**src/rtl/ioc_bus_pkg.sv**
```systemverilog
// ioc_bus_pkg
// Shared definitions for the IOC register-bus master: FSM state encoding,
// host command-byte field positions, sticky error bit indices, well-known
// module slots and the value returned when a read targets a missing module.
package ioc_bus_pkg;

  // Bus sequencer states. The encoding is also exported on the master's
  // debug state output.
  typedef enum logic [2:0] {
    ST_IDLE    = 3'd0,
    ST_DATA    = 3'd1,
    ST_LOAD    = 3'd2,
    ST_FETCH   = 3'd3,
    ST_CAPTURE = 3'd4,
    ST_SEND    = 3'd5,
    ST_RELEASE = 3'd6
  } state_e;

  // Command byte layout: [7] direction (1 = write/load), [6:5] module, [4:0] ioc.
  localparam int DIR_BIT = 7;
  localparam int MOD_MSB = 6;
  localparam int MOD_LSB = 5;
  localparam int IOC_W   = 5;

  // Sticky error flag bit positions.
  localparam int ERR_BAD_MOD = 0;
  localparam int ERR_OVERRUN = 1;
  localparam int ERR_TIMEOUT = 2;
  localparam int ERR_W       = 3;

  // Module slots on the bus.
  localparam logic [1:0] MOD_SYS = 2'd0;
  localparam logic [1:0] MOD_IO  = 2'd1;
  localparam logic [1:0] MOD_SMI = 2'd2;

  // Reply returned to the host when the addressed module does not exist.
  localparam logic [7:0] BAD_MOD_DATA = 8'hFF;

  // True when a module index has no module behind it.
  function automatic logic idx_is_bad(input logic [1:0] idx, input int num_modules);
    return (int'(idx) >= num_modules);
  endfunction

endpackage

```
**src/rtl/ioc_bus_master.sv**
```systemverilog
// ioc_bus_master
// Sequences the shared IOC register bus between the host byte link and up to
// NUM_MODULES control modules. A host command byte selects direction, module
// and register; writes collect one further data byte. Exactly one module
// select is driven with a single fetch or load strobe, a read reply is
// captured one cycle after the fetch and offered to the host, and every
// transaction ends with a release cycle so each module sees cs low.
//
// Handshake: o_tx_valid rises with o_tx_byte and both stay constant until a
// cycle in which i_tx_ready is high; that cycle is the single transfer and
// o_tx_valid is low on the following cycle. i_rx_valid is a one-cycle strobe
// with no back-pressure; bytes arriving outside IDLE/DATA are dropped.
//
// Optional build macro: IOC_BUS_TIMEOUT_EN -- bounds the wait for a write
// data byte to TIMEOUT_CYCLES cycles and drives o_err_flags[2]. When the
// macro is undefined the data wait is unbounded and o_err_flags[2] is 0.
//
// Ports:
//   i_sys_clk, i_reset_n        clock, asynchronous active-low reset
//   i_rx_byte, i_rx_valid       byte strobe from host link
//   o_tx_byte, o_tx_valid,
//   i_tx_ready                  read reply to host link (valid/ready)
//   o_cs                        one-hot module select
//   o_ioc, o_data               register index and write data
//   o_fetch_cmd, o_load_cmd     read / write strobes (one cycle each)
//   i_mod_data                  module k read data at [8k+7:8k]
//   o_busy                      high whenever the sequencer is not idle
//   o_err_flags, i_err_clear    sticky [0] bad module, [1] overrun,
//                               [2] timeout; synchronous clear (set wins)
//   o_state_dbg                 current sequencer state
module ioc_bus_master
  import ioc_bus_pkg::*;
#(
  parameter int NUM_MODULES    = 4,
  parameter int TIMEOUT_CYCLES = 1024
) (
  input  logic                     i_sys_clk,
  input  logic                     i_reset_n,
  input  logic [7:0]               i_rx_byte,
  input  logic                     i_rx_valid,
  output logic [7:0]               o_tx_byte,
  output logic                     o_tx_valid,
  input  logic                     i_tx_ready,
  output logic [NUM_MODULES-1:0]   o_cs,
  output logic [IOC_W-1:0]         o_ioc,
  output logic [7:0]               o_data,
  output logic                     o_fetch_cmd,
  output logic                     o_load_cmd,
  input  logic [8*NUM_MODULES-1:0] i_mod_data,
  output logic                     o_busy,
  output logic [ERR_W-1:0]         o_err_flags,
  input  logic                     i_err_clear,
  output logic [2:0]               o_state_dbg
);

  if (NUM_MODULES < 1 || NUM_MODULES > 4) begin : g_bad_num_modules
    $error("ioc_bus_master: NUM_MODULES must be 1..4");
  end
  if (TIMEOUT_CYCLES < 2) begin : g_bad_timeout
    $error("ioc_bus_master: TIMEOUT_CYCLES must be at least 2");
  end

  state_e                 state_q, state_d;
  logic [1:0]             idx_q, idx_d;
  logic [IOC_W-1:0]       ioc_q, ioc_d;
  logic [7:0]             data_q, data_d;
  logic [7:0]             tx_byte_q, tx_byte_d;
  logic                   tx_valid_q, tx_valid_d;
  logic                   fetch_q, fetch_d;
  logic                   load_q, load_d;
  logic                   busy_q, busy_d;
  logic [NUM_MODULES-1:0] cs_q, cs_d;
  logic [ERR_W-1:0]       err_q, err_d, err_set;
  logic [7:0]             mod_rd;
  logic                   timeout_hit;

  // Read-data mux. An index with no module behind it matches no slot and
  // falls through to the fixed bad-module reply.
  always_comb begin
    mod_rd = BAD_MOD_DATA;
    for (int k = 0; k < NUM_MODULES; k++) begin
      if (idx_q == 2'(k)) mod_rd = i_mod_data[8*k +: 8];
    end
  end

`ifdef IOC_BUS_TIMEOUT_EN
  localparam int TW = (TIMEOUT_CYCLES > 2) ? $clog2(TIMEOUT_CYCLES) : 1;
  logic [TW-1:0] tmo_q, tmo_d;

  // Counts idle DATA cycles; it is zero in every other state, so it starts
  // from zero on each entry into DATA.
  always_comb begin
    tmo_d = '0;
    if (state_q == ST_DATA && !i_rx_valid) tmo_d = tmo_q + TW'(1);
  end

  always_ff @(posedge i_sys_clk or negedge i_reset_n) begin
    if (!i_reset_n) tmo_q <= '0;
    else            tmo_q <= tmo_d;
  end

  assign timeout_hit = (state_q == ST_DATA) && !i_rx_valid &&
                       (tmo_q == TW'(TIMEOUT_CYCLES - 1));
`else
  assign timeout_hit = 1'b0;
`endif

  // State register.
  always_ff @(posedge i_sys_clk or negedge i_reset_n) begin
    if (!i_reset_n) state_q <= ST_IDLE;
    else            state_q <= state_d;
  end

  // Next-state logic.
  always_comb begin
    state_d = state_q;
    unique case (state_q)
      ST_IDLE:    if (i_rx_valid) state_d = i_rx_byte[DIR_BIT] ? ST_DATA : ST_FETCH;
      ST_DATA: begin
        if (i_rx_valid)       state_d = ST_LOAD;
        else if (timeout_hit) state_d = ST_IDLE;
      end
      ST_LOAD:    state_d = ST_RELEASE;
      ST_FETCH:   state_d = ST_CAPTURE;
      ST_CAPTURE: state_d = ST_SEND;
      ST_SEND:    if (i_tx_ready) state_d = ST_RELEASE;
      ST_RELEASE: state_d = ST_IDLE;
      default:    state_d = ST_IDLE;
    endcase
  end

  // Output and datapath next values. Bus outputs are decoded from the state
  // being entered so that the registered outputs line up with state_q.
  always_comb begin
    ioc_d     = ioc_q;
    idx_d     = idx_q;
    data_d    = data_q;
    tx_byte_d = tx_byte_q;
    err_set   = '0;

    if (state_q == ST_IDLE && i_rx_valid) begin
      ioc_d = i_rx_byte[IOC_W-1:0];
      idx_d = i_rx_byte[MOD_MSB:MOD_LSB];
      err_set[ERR_BAD_MOD] = idx_is_bad(i_rx_byte[MOD_MSB:MOD_LSB], NUM_MODULES);
    end
    if (state_q == ST_DATA && i_rx_valid) data_d = i_rx_byte;
    if (state_q == ST_CAPTURE) tx_byte_d = mod_rd;

    if (i_rx_valid && state_q != ST_IDLE && state_q != ST_DATA) err_set[ERR_OVERRUN] = 1'b1;
    err_set[ERR_TIMEOUT] = timeout_hit;

    // A flag being set in the same cycle as a clear survives the clear.
    err_d = (i_err_clear ? {ERR_W{1'b0}} : err_q) | err_set;

    busy_d     = (state_d != ST_IDLE);
    fetch_d    = (state_d == ST_FETCH);
    load_d     = (state_d == ST_LOAD);
    tx_valid_d = (state_d == ST_SEND);

    // cs spans the strobe cycle and, for reads, the capture cycle. A bad
    // index matches no slot, so cs stays all-zero for it.
    cs_d = '0;
    if (state_d == ST_LOAD || state_d == ST_FETCH || state_d == ST_CAPTURE) begin
      for (int k = 0; k < NUM_MODULES; k++) cs_d[k] = (idx_d == 2'(k));
    end
  end

  // Output and datapath registers.
  always_ff @(posedge i_sys_clk or negedge i_reset_n) begin
    if (!i_reset_n) begin
      ioc_q      <= '0;
      idx_q      <= '0;
      data_q     <= '0;
      tx_byte_q  <= '0;
      tx_valid_q <= 1'b0;
      fetch_q    <= 1'b0;
      load_q     <= 1'b0;
      busy_q     <= 1'b0;
      cs_q       <= '0;
      err_q      <= '0;
    end else begin
      ioc_q      <= ioc_d;
      idx_q      <= idx_d;
      data_q     <= data_d;
      tx_byte_q  <= tx_byte_d;
      tx_valid_q <= tx_valid_d;
      fetch_q    <= fetch_d;
      load_q     <= load_d;
      busy_q     <= busy_d;
      cs_q       <= cs_d;
      err_q      <= err_d;
    end
  end

  assign o_tx_byte   = tx_byte_q;
  assign o_tx_valid  = tx_valid_q;
  assign o_cs        = cs_q;
  assign o_ioc       = ioc_q;
  assign o_data      = data_q;
  assign o_fetch_cmd = fetch_q;
  assign o_load_cmd  = load_q;
  assign o_busy      = busy_q;
  assign o_err_flags = err_q;
  assign o_state_dbg = state_q;

endmodule

```
**config.mk**
```make
export PLATFORM = sky130hd
export DESIGN_NAME = ioc_bus_master
export DESIGN_NICKNAME = d
export VERILOG_FILES = /design/src/rtl/ioc_bus_pkg.sv /design/src/rtl/ioc_bus_master.sv
export SDC_FILE = /design/constraint.sdc
export NUM_CORES = 1
export LEC_CHECK = 0
export ABC_AREA = 0
export CAP_MARGIN = 20
export CORE_UTILIZATION = 36
export DETAILED_ROUTE_END_ITERATION = 8
export PLACE_DENSITY_LB_ADDON = 0.05
export SLEW_MARGIN = 20
export SYNTH_ARGS = -nofsm -noshare
export SYNTH_HDL_FRONTEND = slang
export SYNTH_SLANG_ARGS = --single-unit
```
**constraint.sdc**
```tcl
create_clock -name i_sys_clk -period 1.9 [get_ports i_sys_clk]
set_clock_uncertainty 0.2 [all_clocks]
set_input_delay 0.38 -clock i_sys_clk [delete_from_list [all_inputs] [get_ports i_sys_clk]]
set_output_delay 0.38 -clock i_sys_clk [all_outputs]
set_load 0.005 [all_outputs]
```
==> summary.txt, run 1 <==
Global routing
  – Gr ovfl total: 0
  – Antenna violations before repair: 0
  – First-pass GRT wire length: 6555 µm
  – Largest net degree at the start of global routing: 21
  – Vias in the first global route: 1,385
  – GRT Resource Usage Total: 0.1767

Synthesis
  – Post-synth top area cell: dfrtp_1
  – EDFF count, synth: 0
  – Synthesized flop and latch total: 35
  – Synth top cells by count: 35 x dfrtp_1, 21 x nand2_1, 16 x mux2_2
  – Sequential fraction of the synthesis area: 0.5405
  – Yosys warns: 0
  – Mapped Cells: 127
  – Asr flop ratio synth: 1.000
  – Netlist Area Pre-Place: 0.001620 mm²
  – Post-synthesis cell type count: 32
  – Count leader, synth: dfrtp_1
  – Area contributors post-synth: dfrtp_1 54%, mux2_2 11%, mux4_2 11%, nand2_1 4.9%, nand3b_1 1.9%
  – Syn Area/Cell: 12.76 µm²
  – Synth top area share: 0.5405
  – Main synth FF type: dfrtp_1

Timing
  – Period utilization: 0.9710
  – Final Setup Violations: 0
  – Hold Vio Cnt, Final: 0
  – Minimum clock period: 1.845 ns
  – Fin. max-slew vios: 0
  – RSZ-0062 raised after global routing: false
  – Setup TNS: 0 ns
  – Max Clk Rate: 542.0 MHz
  – Final setup margin: 0.05509 ns

Power and ir drop
  – VDD IR max: 0.7492 mV
  – Lkg Pwr: 1.130 nW
  – Pwr/cell area: 1435 mW/mm²

Worst setup path
  – WS Path Type: in2reg
  – Capturing point of the worst reg2reg path: o_cs[0]
  – Worst R2R Path Depth: 4
  – Top cell family by delay on the critical path: simple AND/OR/NAND/NOR gates
  – CP max-delay cell: clkdlybuf4s50_1
  – Worst Path Buf+Inv: 1
  – Critical Path AT: 1.86 ns
  – Worst-path maximum fanout: 6
  – Worst-path cell chain: clkdlybuf4s50_1 > or4b_4 > or3_1 > a21oi_2
  – R2R Setup Slk: 0.09 ns
  – CP endpoint kind: flop
  – Worst path required time: 1.91 ns
  – Critical Path Max Stage Delay: 0.54 ns
  – Worst r2r src: o_state_dbg[0]
  – Crit start category: input pin

Job
  – Total of max-cap violations: 0

Layout
  – Antenna diode count: 0
  – Fraction of layout cells with a size suffix above 1: 0.2682
  – Fill count: 358
  – Syn-to-layout area delta: 64.71%
  – Final net count: 264
  – Non-Filler Instances: 272

Die
  – Full die area: 0.004773 mm²
  – Initial Util: 0.3721
  – Die Height: 69.09 µm
  – I/O pin cnt: 80
  – Die Wd: 69.09 µm
  – Num rows: 24
  – Core area: 0.004354 mm²

Worst hold path
  – Hold_sp: o_ioc[1]
  – Tightest Hold Check Type: reg2reg
  – Hold EP: o_ioc[1]
  – Hold Path Stages: 2

Drt
  – Met3 Wirelength: 330 µm
  – Detail Route Antenna Nets: 0
  – WL per Instance: 14.41 µm
  – Final wirelength: 3920 µm
  – Via count: 1,343
  – DRC: 0
  – Top layer used by detailed routing: met4
  – Routed length on met2: 1860 µm
  – Pre-antenna DRT Iters: 4
  – DRT iter0 DRCs: 42
  – Vias/cell: 4.938
  – Met1 wire length: 1662 µm

Place
  – Cells after DPL: 262
  – Dpl hpwl: 2937 µm
  – GPL Wtd Cong: 0.7458
  – Pre-CTS WS: -0.2395 ns
  – PortBufs: 77

Clock network
  – Worst-Skew Late Latency: 0.28 ns
  – CTS Buf Count: 5
  – Clock buffer depth: 2
  – Clock transition at path regs: 0.07 ns
  – Num Clock Sinks: 35
  – CTS tree: yes
  – H-tree depth: 2
  – Root buf cell: clkbuf_8

Outcome
  – Status: complete, no violations
sequential cells by signal, summed over array words and instances, names as in the netlist, 2 cells and up:
signal / flops
o_data: 8
o_tx_byte: 8
o_ioc: 5
o_cs: 4
o_state_dbg: 3
idx_q: 2
power by group:
part	leakage [nW]	internal [mW]	switching, mW
Sequential	0.427	1.08	0.264
Clock	0.0612	0.424	0.247
Combinational	0.642	1.22	0.590
per-stage QoR:
| stage | area (µm²) | total power, mW | hold WS (ns) | utilization |
|---|---|---|---|---|
| 2_1_floorplan | 1624 | 2.154 | -0.1156 | - |
| 3_3_place_gp | 2519 | 3.073 | 0.1052 | 0.5784 |
| 3_5_place_dp | 2519 | 3.132 | 0.1099 | 0.5784 |
| 4_1_cts | 2649 | 3.834 | 0.2878 | 0.6083 |
| 5_1_grt | 2669 | 4.122 | 0.3329 | 0.6129 |
| 6_report | 2669 | 3.830 | 0.2883 | 0.6129 |
repair_timing:
action                     in CTS  in global routing
hold buffers                    1                  0
hold endpoints to repair       15                  0
setup endpoints to repair       3                  1
cloned                          0                  0
resized for setup               4                  0
pin swaps                       0                  0
buffers inserted                0                  1
how the worst max path moves through the flow:
| stage | depth (start not counted) | endpoint | startpoint |
|---|---|---|---|
| global route | 1 | o_state_dbg[2] | o_state_dbg[2] |
| global placement | 4 | o_cs[0] | i_rx_valid |
| finish | 4 | o_cs[0] | i_rx_valid |
| floorplan | 4 | o_cs[0] | o_state_dbg[2] |
| CTS | 1 | o_state_dbg[0] | o_state_dbg[0] |
| detailed placement | 5 | o_busy | i_rx_valid |
per-layer routing:
layer | GRT usage | up-vias
li1 | - | 631
met1 | 0.2139 | 643
met2 | 0.2816 | 63
met3 | 0.06871 | 6
met4 | 0.07256 | 0
met5 | 0 | -
cell families (layout without fill, tap and decap cells):
family                    Yosys count  count (layout)  synth area share
and+or+nand+nor                    41              41            0.1328
DFF                                35              35            0.5405
muxes                              25              25            0.2286
buffers and inverters              12             104           0.04247
AOI/OAI and AO/OA                  11              11           0.04247
xor gates and xnor gates            2               2           0.01081
other                               1               2          0.002314
cell usage in the layout, fill, tap and decap left out, drive strengths merged:
cell type,instances
bufinv,1
nand3b,4
nand3,2
dlygate4sd2,1
mux2i,1
a21oi,6
nor4bb,1
nand2b,1
mux2,16
mux4,8
dfrtp,35
nor4b,1
buf,17
nor3b,1
dlygate4sd3,1
clkdlybuf4s50,75
o21a,1
nor2b,1
or3,2
or2,1
xnor2,1
o221ai,1
conb,2
a31o,1
clkbuf,6
nand2,21
inv,2
o21ai,2
clkinv,1
or4,1
xor2,1
nor2,4
or4b,1
worst min-delay path, cell delays in order, from the launching register on:
cell,delay [ns]
dfrtp_1,0.35
nand2_1,0.05
nand2_1,0.06
final cells by class:
cell class | count | area (µm²) | area share
Sequential cell | 35 | 879.6 | 0.3296
Inverter | 2 | 7.507 | 0.002813
Multi-Input combinational cell | 81 | 691.9 | 0.2593
Tap cell | 52 | 65.06 | 0.02438
Timing Repair Buffer | 94 | 907.1 | 0.3399
Clock inverter | 2 | 35.03 | 0.01313
Clock buffer | 6 | 82.58 | 0.03094
Power figures use the tool's default switching activity.
==> inputs of run 2 (changes only) <==
Settings changed: CORE_MARGIN from default to 5, MAX_ROUTING_LAYER from default to met4.
==> summary.txt, run 2 (synthesized netlist as in run 1, its figures left out) <==
Outcome
  – Status: complete, no violations

Die
  – Die Wd: 77.09 µm (+12%)
  – Core area: 0.004354 mm² (unchanged)
  – Initial Util: 0.3721 (unchanged)
  – Die Height: 77.09 µm (+12%)
  – Num rows: 24 (unchanged)
  – I/O pin cnt: 80 (unchanged)
  – Full die area: 0.005943 mm² (+24%)

Global routing
  – Largest net degree at the start of global routing: 14 (-33%)
  – First-pass GRT wire length: 7238 µm (+10%)
  – Gr ovfl total: 0 (unchanged)
  – Antenna violations before repair: 0 (unchanged)
  – GRT Resource Usage Total: 0.1563 (-0.02047)
  – Vias in the first global route: 1,436 (+3.7%)

Timing
  – Fin. max-slew vios: 0 (unchanged)
  – Final Setup Violations: 0 (unchanged)
  – Setup TNS: 0 ns (unchanged)
  – Hold Vio Cnt, Final: 0 (unchanged)
  – Period utilization: 0.9703 (about the same)
  – Final hold slack: 0.2804 ns (-0.007890 ns)
  – Minimum clock period: 1.844 ns (-0.001336 ns)
  – RSZ-0062 raised after global routing: false
  – Max Clk Rate: 542.4 MHz (about the same)

Layout
  – Commonest non-fill, non-tap cells in the layout: 74 x clkdlybuf4s50_1, 32 x dfrtp_1, 21 x nand2_1
  – Non-Filler Instances: 272 (unchanged)
  – Syn-to-layout area delta: 62.01%
  – Antenna diode count: 0 (unchanged)
  – Final net count: 266 (+0.76%)
  – Multi-input gate area: 691.9 µm² (unchanged)
  – Fill count: 359 (+0.28%)
  – Fraction of layout cells with a size suffix above 1: 0.2636 (-0.004545)
  – Commonest non-fill, non-tap cell in the layout: clkdlybuf4s50_1
  – Reg area: 879.6 µm² (unchanged)

Place
  – GPL Wtd Cong: 0.7854 (+5.3%)
  – Dpl hpwl: 3285 µm (+12%)
  – PortBufs: 77 (unchanged)
  – Cells after DPL: 263 (+0.38%)

Drt
  – WL per Instance: 15.72 µm (+9.1%)
  – Top layer used by detailed routing: met4
  – DRT iter0 DRCs: 25 (-40%)
  – DRC: 0 (unchanged)
  – Pre-antenna DRT Iters: 4 (unchanged)
  – Via count: 1,334 (-0.67%)
  – Final wirelength: 4276 µm (+9.1%)
  – Routed length on met2: 2034 µm (+9.4%)
  – Detail Route Antenna Nets: 0 (unchanged)
  – Met1 wire length: 1795 µm (+8.0%)
  – Met3 Wirelength: 384 µm (+16%)
  – Vias/cell: 4.904 (-0.67%)

Clock network
  – Clock transition at path regs: 0.06 ns (about the same)
  – H-tree depth: 2 (unchanged)
  – Worst-Skew Late Latency: 0.28 ns (about the same)
  – Clock buffer depth: 2 (unchanged)
  – Root buf cell: clkbuf_8
  – CTS tree: yes
  – Num Clock Sinks: 35 (unchanged)
  – CTS Buf Count: 5 (unchanged)

Worst setup path
  – Worst-path cell chain: clkdlybuf4s50_1
  – Worst path required time: 1.32 ns (-0.59 ns)
  – Critical Path Max Stage Delay: 0.53 ns (about the same)
  – CP endpoint kind: primary output
  – WS Path Type: reg2out
  – Crit start category: flop
  – Critical Path AT: 1.26 ns (-0.60 ns)
  – Worst Path Buf+Inv: 1 (unchanged)
  – CP max-delay cell: clkdlybuf4s50_1
  – Top cell family by delay on the critical path: buffers and inverters
  – Worst-path maximum fanout: 8 (+2)

Power and ir drop
  – Power, Total: 3.626 mW (-5.3%)
  – Pwr/cell area: 1381 mW/mm² (-3.7%)
  – VDD IR max: 0.6960 mV (-7.1%)
  – Lkg Pwr: 1.111 nW (-1.7%)

Worst hold path
  – Tightest Hold Check Type: reg2reg

Job
  – Total of max-cap violations: 0 (unchanged)
run 2: final timing paths:
| kind | from | endpoint | slack (ns) | cells past startpoint |
|---|---|---|---|---|
| max | o_state_dbg[1] | o_state_dbg[1] | 0.06 | 1 |
| max in group asynchronous | i_reset_n | o_data[5] | 0.69 | 3 |
| max reg2reg | o_state_dbg[0] | o_cs[0] | 0.16 | 3 |
| min | o_ioc[1] | o_ioc[1] | 0.28 | 2 |
| min in group asynchronous | i_reset_n | o_tx_byte[4] | 0.33 | 2 |
| min reg2reg | o_ioc[1] | o_ioc[1] | 0.28 | 2 |
run 2: what timing repair did:
item / in CTS / in global routing
setup buffers: 0 / 2
resized for setup: 5 / 0
hold buffers: 1 / 0
endpoints found under the setup margin: 8 / 1
endpoints found under the hold margin: 11 / 0
run 2: power by group:
| part | switching (mW) | leakage, nW | internal (mW) |
|---|---|---|---|
| logic | 0.600 | 0.647 | 1.21 |
| clock network | 0.233 | 0.0371 | 0.244 |
| registers | 0.261 | 0.427 | 1.08 |
| total | 1.09 | 1.11 | 2.53 |
run 2: worst reg2reg max path, cell delays in order (launching register included):
cell and delay [ns]:
dfrtp_2 0.49, or4b_4 0.53, or3_1 0.34, a21oi_2 0.12
run 2: area by class of cell:
type                            instances  share of cell area
Inverter                                2            0.002860
Tap cell                               52             0.02479
Multi-Input combinational cell         81              0.2636
Clock buffer                            6             0.02765
Timing Repair Buffer                   96              0.3460
Sequential cell                        35              0.3351
run 2: per-layer routing:
layer / track usage / vias up
met5: - / -
met4: 0.05155 / 0
met3: 0.06674 / 8
met2: 0.2487 / 59
met1: 0.1775 / 637
li1: - / 630
run 2: through the flow:
| stage | setup slack, ns | utilization | instance area (µm²) |
|---|---|---|---|
| 2_1_floorplan | 0.1420 | - | 1624 |
| 3_3_place_gp | -0.2375 | 0.5802 | 2526 |
| 3_5_place_dp | -0.3089 | 0.5802 | 2526 |
| 4_1_cts | 0.02637 | 0.5994 | 2610 |
| 5_1_grt | 0.005432 | 0.6029 | 2625 |
| 6_report | 0.05642 | 0.6029 | 2625 |
==> inputs of run 3 (changes only) <==
Settings changed: CORE_UTILIZATION 36 to 50, DONT_BUFFER_PORTS from default to 1, SKIP_CTS_REPAIR_TIMING from default to 1.
==> summary.txt, run 3 (synthesized netlist as in run 1, its figures left out) <==
Outcome
  – Status: finished with violations
  – Failing checks: hold timing

Drt
  – Top layer used by detailed routing: met4
  – Pre-antenna DRT Iters: 4 (unchanged)
  – Vias/cell: 5.529 (+13%)
  – DRC: 0 (unchanged)
  – Detail Route Antenna Nets: 0 (unchanged)
  – Via count: 1,045 (-22%)
  – DRT iter0 DRCs: 45 (+80%)
  – Met1 wire length: 1324 µm (-26%)
  – WL per Instance: 18.86 µm (+20%)
  – Routed length on met2: 1681 µm (-17%)
  – Met3 Wirelength: 498 µm (+30%)
  – Final wirelength: 3565 µm (-17%)

Worst hold path
  – Tightest Hold Check Type: in2reg
  – Hold Path Stages: 2 (unchanged)

Layout
  – Final net count: 189 (-29%)
  – Commonest non-fill, non-tap cells in the layout: 34 x dfrtp_1, 21 x nand2_1, 16 x mux2_2
  – Commonest non-fill, non-tap cell in the layout: dfrtp_1
  – Fill count: 273 (-24%)
  – Fraction of layout cells with a size suffix above 1: 0.3241 (+0.06050)
  – Antenna diode count: 0 (unchanged)
  – Syn-to-layout area delta: 16.22%

Job
  – Total of max-cap violations: 0 (unchanged)

Die
  – Initial Util: 0.5264 (+0.1543)
  – Full die area: 0.004479 mm² (-25%)
  – I/O pin cnt: 80 (unchanged)
  – Die Height: 66.93 µm (-13%)
  – Die Wd: 66.93 µm (-13%)
  – Core area: 0.003078 mm² (-29%)
  – Num rows: 20 (-17%)

Timing
  – Minimum clock period: 1.752 ns (-0.09154 ns)
  – Setup TNS: 0 ns (unchanged)
  – Final Setup Violations: 0 (unchanged)
  – RSZ-0062 raised after global routing: false
  – Fin. max-slew vios: 0 (unchanged)
  – Max Clk Rate: 570.8 MHz (+5.2%)
  – Hold Vio Cnt, Final: 1 (+1)
  – Period utilization: 0.9221 (-0.04818)
  – Final setup margin: 0.1480 ns (+0.09154 ns)
  – Final hold slack: -0.0003908 ns (-0.2808 ns)

Worst setup path
  – CP max-delay cell: dfrtp_1
  – Critical Path AT: 1.78 ns (+0.52 ns)
  – Top cell family by delay on the critical path: simple AND/OR/NAND/NOR gates
  – CP endpoint kind: flop
  – Worst Path Buf+Inv: 1 (unchanged)
  – Worst R2R Path Depth: 4 (+1)
  – Critical Path Max Stage Delay: 0.43 ns (-0.10 ns)
  – Worst-path maximum fanout: 8 (unchanged)
  – WP depth: 4 (+3)
  – WS Path Type: reg2reg
  – Crit start category: flop
  – Worst path required time: 1.93 ns (+0.61 ns)
  – Worst-path cell chain: buf_4 > nand2b_1 > nor2_2 > mux2_2

Clock network
  – Worst-Skew Late Latency: 0.33 ns (+0.05 ns)
  – Num Clock Sinks: 35 (unchanged)
  – CTS tree: yes
  – Clock buffer depth: 2 (unchanged)
  – Clock transition at path regs: 0.10 ns (+0.04 ns)
  – Root buf cell: clkbuf_4
  – CTS Buf Count: 5 (unchanged)
  – H-tree depth: 2 (unchanged)

Global routing
  – First-pass GRT wire length: 5299 µm (-27%)
  – Gr ovfl total: 0 (unchanged)
  – GRT Resource Usage Total: 0.1678 (+0.01157)
  – Antenna violations before repair: 0 (unchanged)
  – Largest net degree at the start of global routing: 36 (+22)
  – Vias in the first global route: 1,096 (-24%)

Place
  – Pre-CTS WS: 0.07306 ns (+0.3820 ns)
  – GPL Wtd Cong: 0.7252 (-7.7%)
  – PortBufs: 0 (-100%)
  – Dpl hpwl: 2550 µm (-22%)

Power and ir drop
  – Pwr/cell area: 1516 mW/mm² (+9.8%)
  – VDD IR max: 0.7273 mV (+4.5%)
  – Lkg Pwr: 0.8124 nW (-27%)
-- run 3: cell count changes in the layout (fill, tap and decap cells not counted), sizes merged --
cell	change
clkbuf	+2
clkdlybuf4s50	-74
dlygate4sd3	+10
buf	-11
dlygate4sd2	-2
-- run 3: worst register-to-register path, delay by kind of cell (launching register included) --
kind	cells	cell delay, ns
buffers and inverters	1	0.19
multiplexers	1	0.39
flip-flops	1	0.43
AND/OR/NAND/NOR	2	0.43
-- run 3: final cells by class --
cell class              instances  area, µm²  share of cell area
clock buffers                   8      68.82             0.03654
multi-input cells              81      691.9              0.3674
repair buffers                 19      182.7             0.09701
inverters                       2      7.507            0.003987
flip-flops and latches         35      877.1              0.4658
well taps                      44      55.05             0.02924
-- run 3: worst paths after layout --
| check | slack (ns) | end | startpoint |
|---|---|---|---|
| worst max-delay path | 0.15 | o_tx_byte[0] | o_state_dbg[2] |
| worst min-delay path | -0.0004 | o_cs[2] | i_rx_byte[6] |
| worst max register to register | 0.15 | o_tx_byte[0] | o_state_dbg[2] |
| worst min register to register | 0.32 | o_ioc[4] | o_ioc[4] |
| max in group asynchronous | 0.99 | o_fetch_cmd | i_reset_n |
| min in group asynchronous | 0.32 | o_tx_byte[7] | i_reset_n |
-- run 3: through the flow --
stage,utilization,instances,hold WS [ns],power [mW],instance area (µm²)
detailed placement,0.5467,169,-0.1147,2.398,1683
CTS,0.5691,177,-0.4947,2.858,1752
global placement,0.5467,169,-0.1147,2.347,1683
global route,0.6118,189,0.004715,3.084,1883
floorplan,-,128,-0.1156,2.154,1624
finish,0.6118,189,-0.0003908,2.855,1883
-- run 3: routing by layer --
metal,track usage,vias up
met4,0.08354,0
met5,-,-
met2,0.2537,63
li1,-,480
met1,0.1911,494
met3,0.07083,8
-- run 3: where the power goes --
group / leakage (nW) / switching (mW) / internal, mW
combinational: 0.345 / 0.401 / 0.593
sequential: 0.429 / 0.339 / 1.08
clock: 0.0386 / 0.228 / 0.218
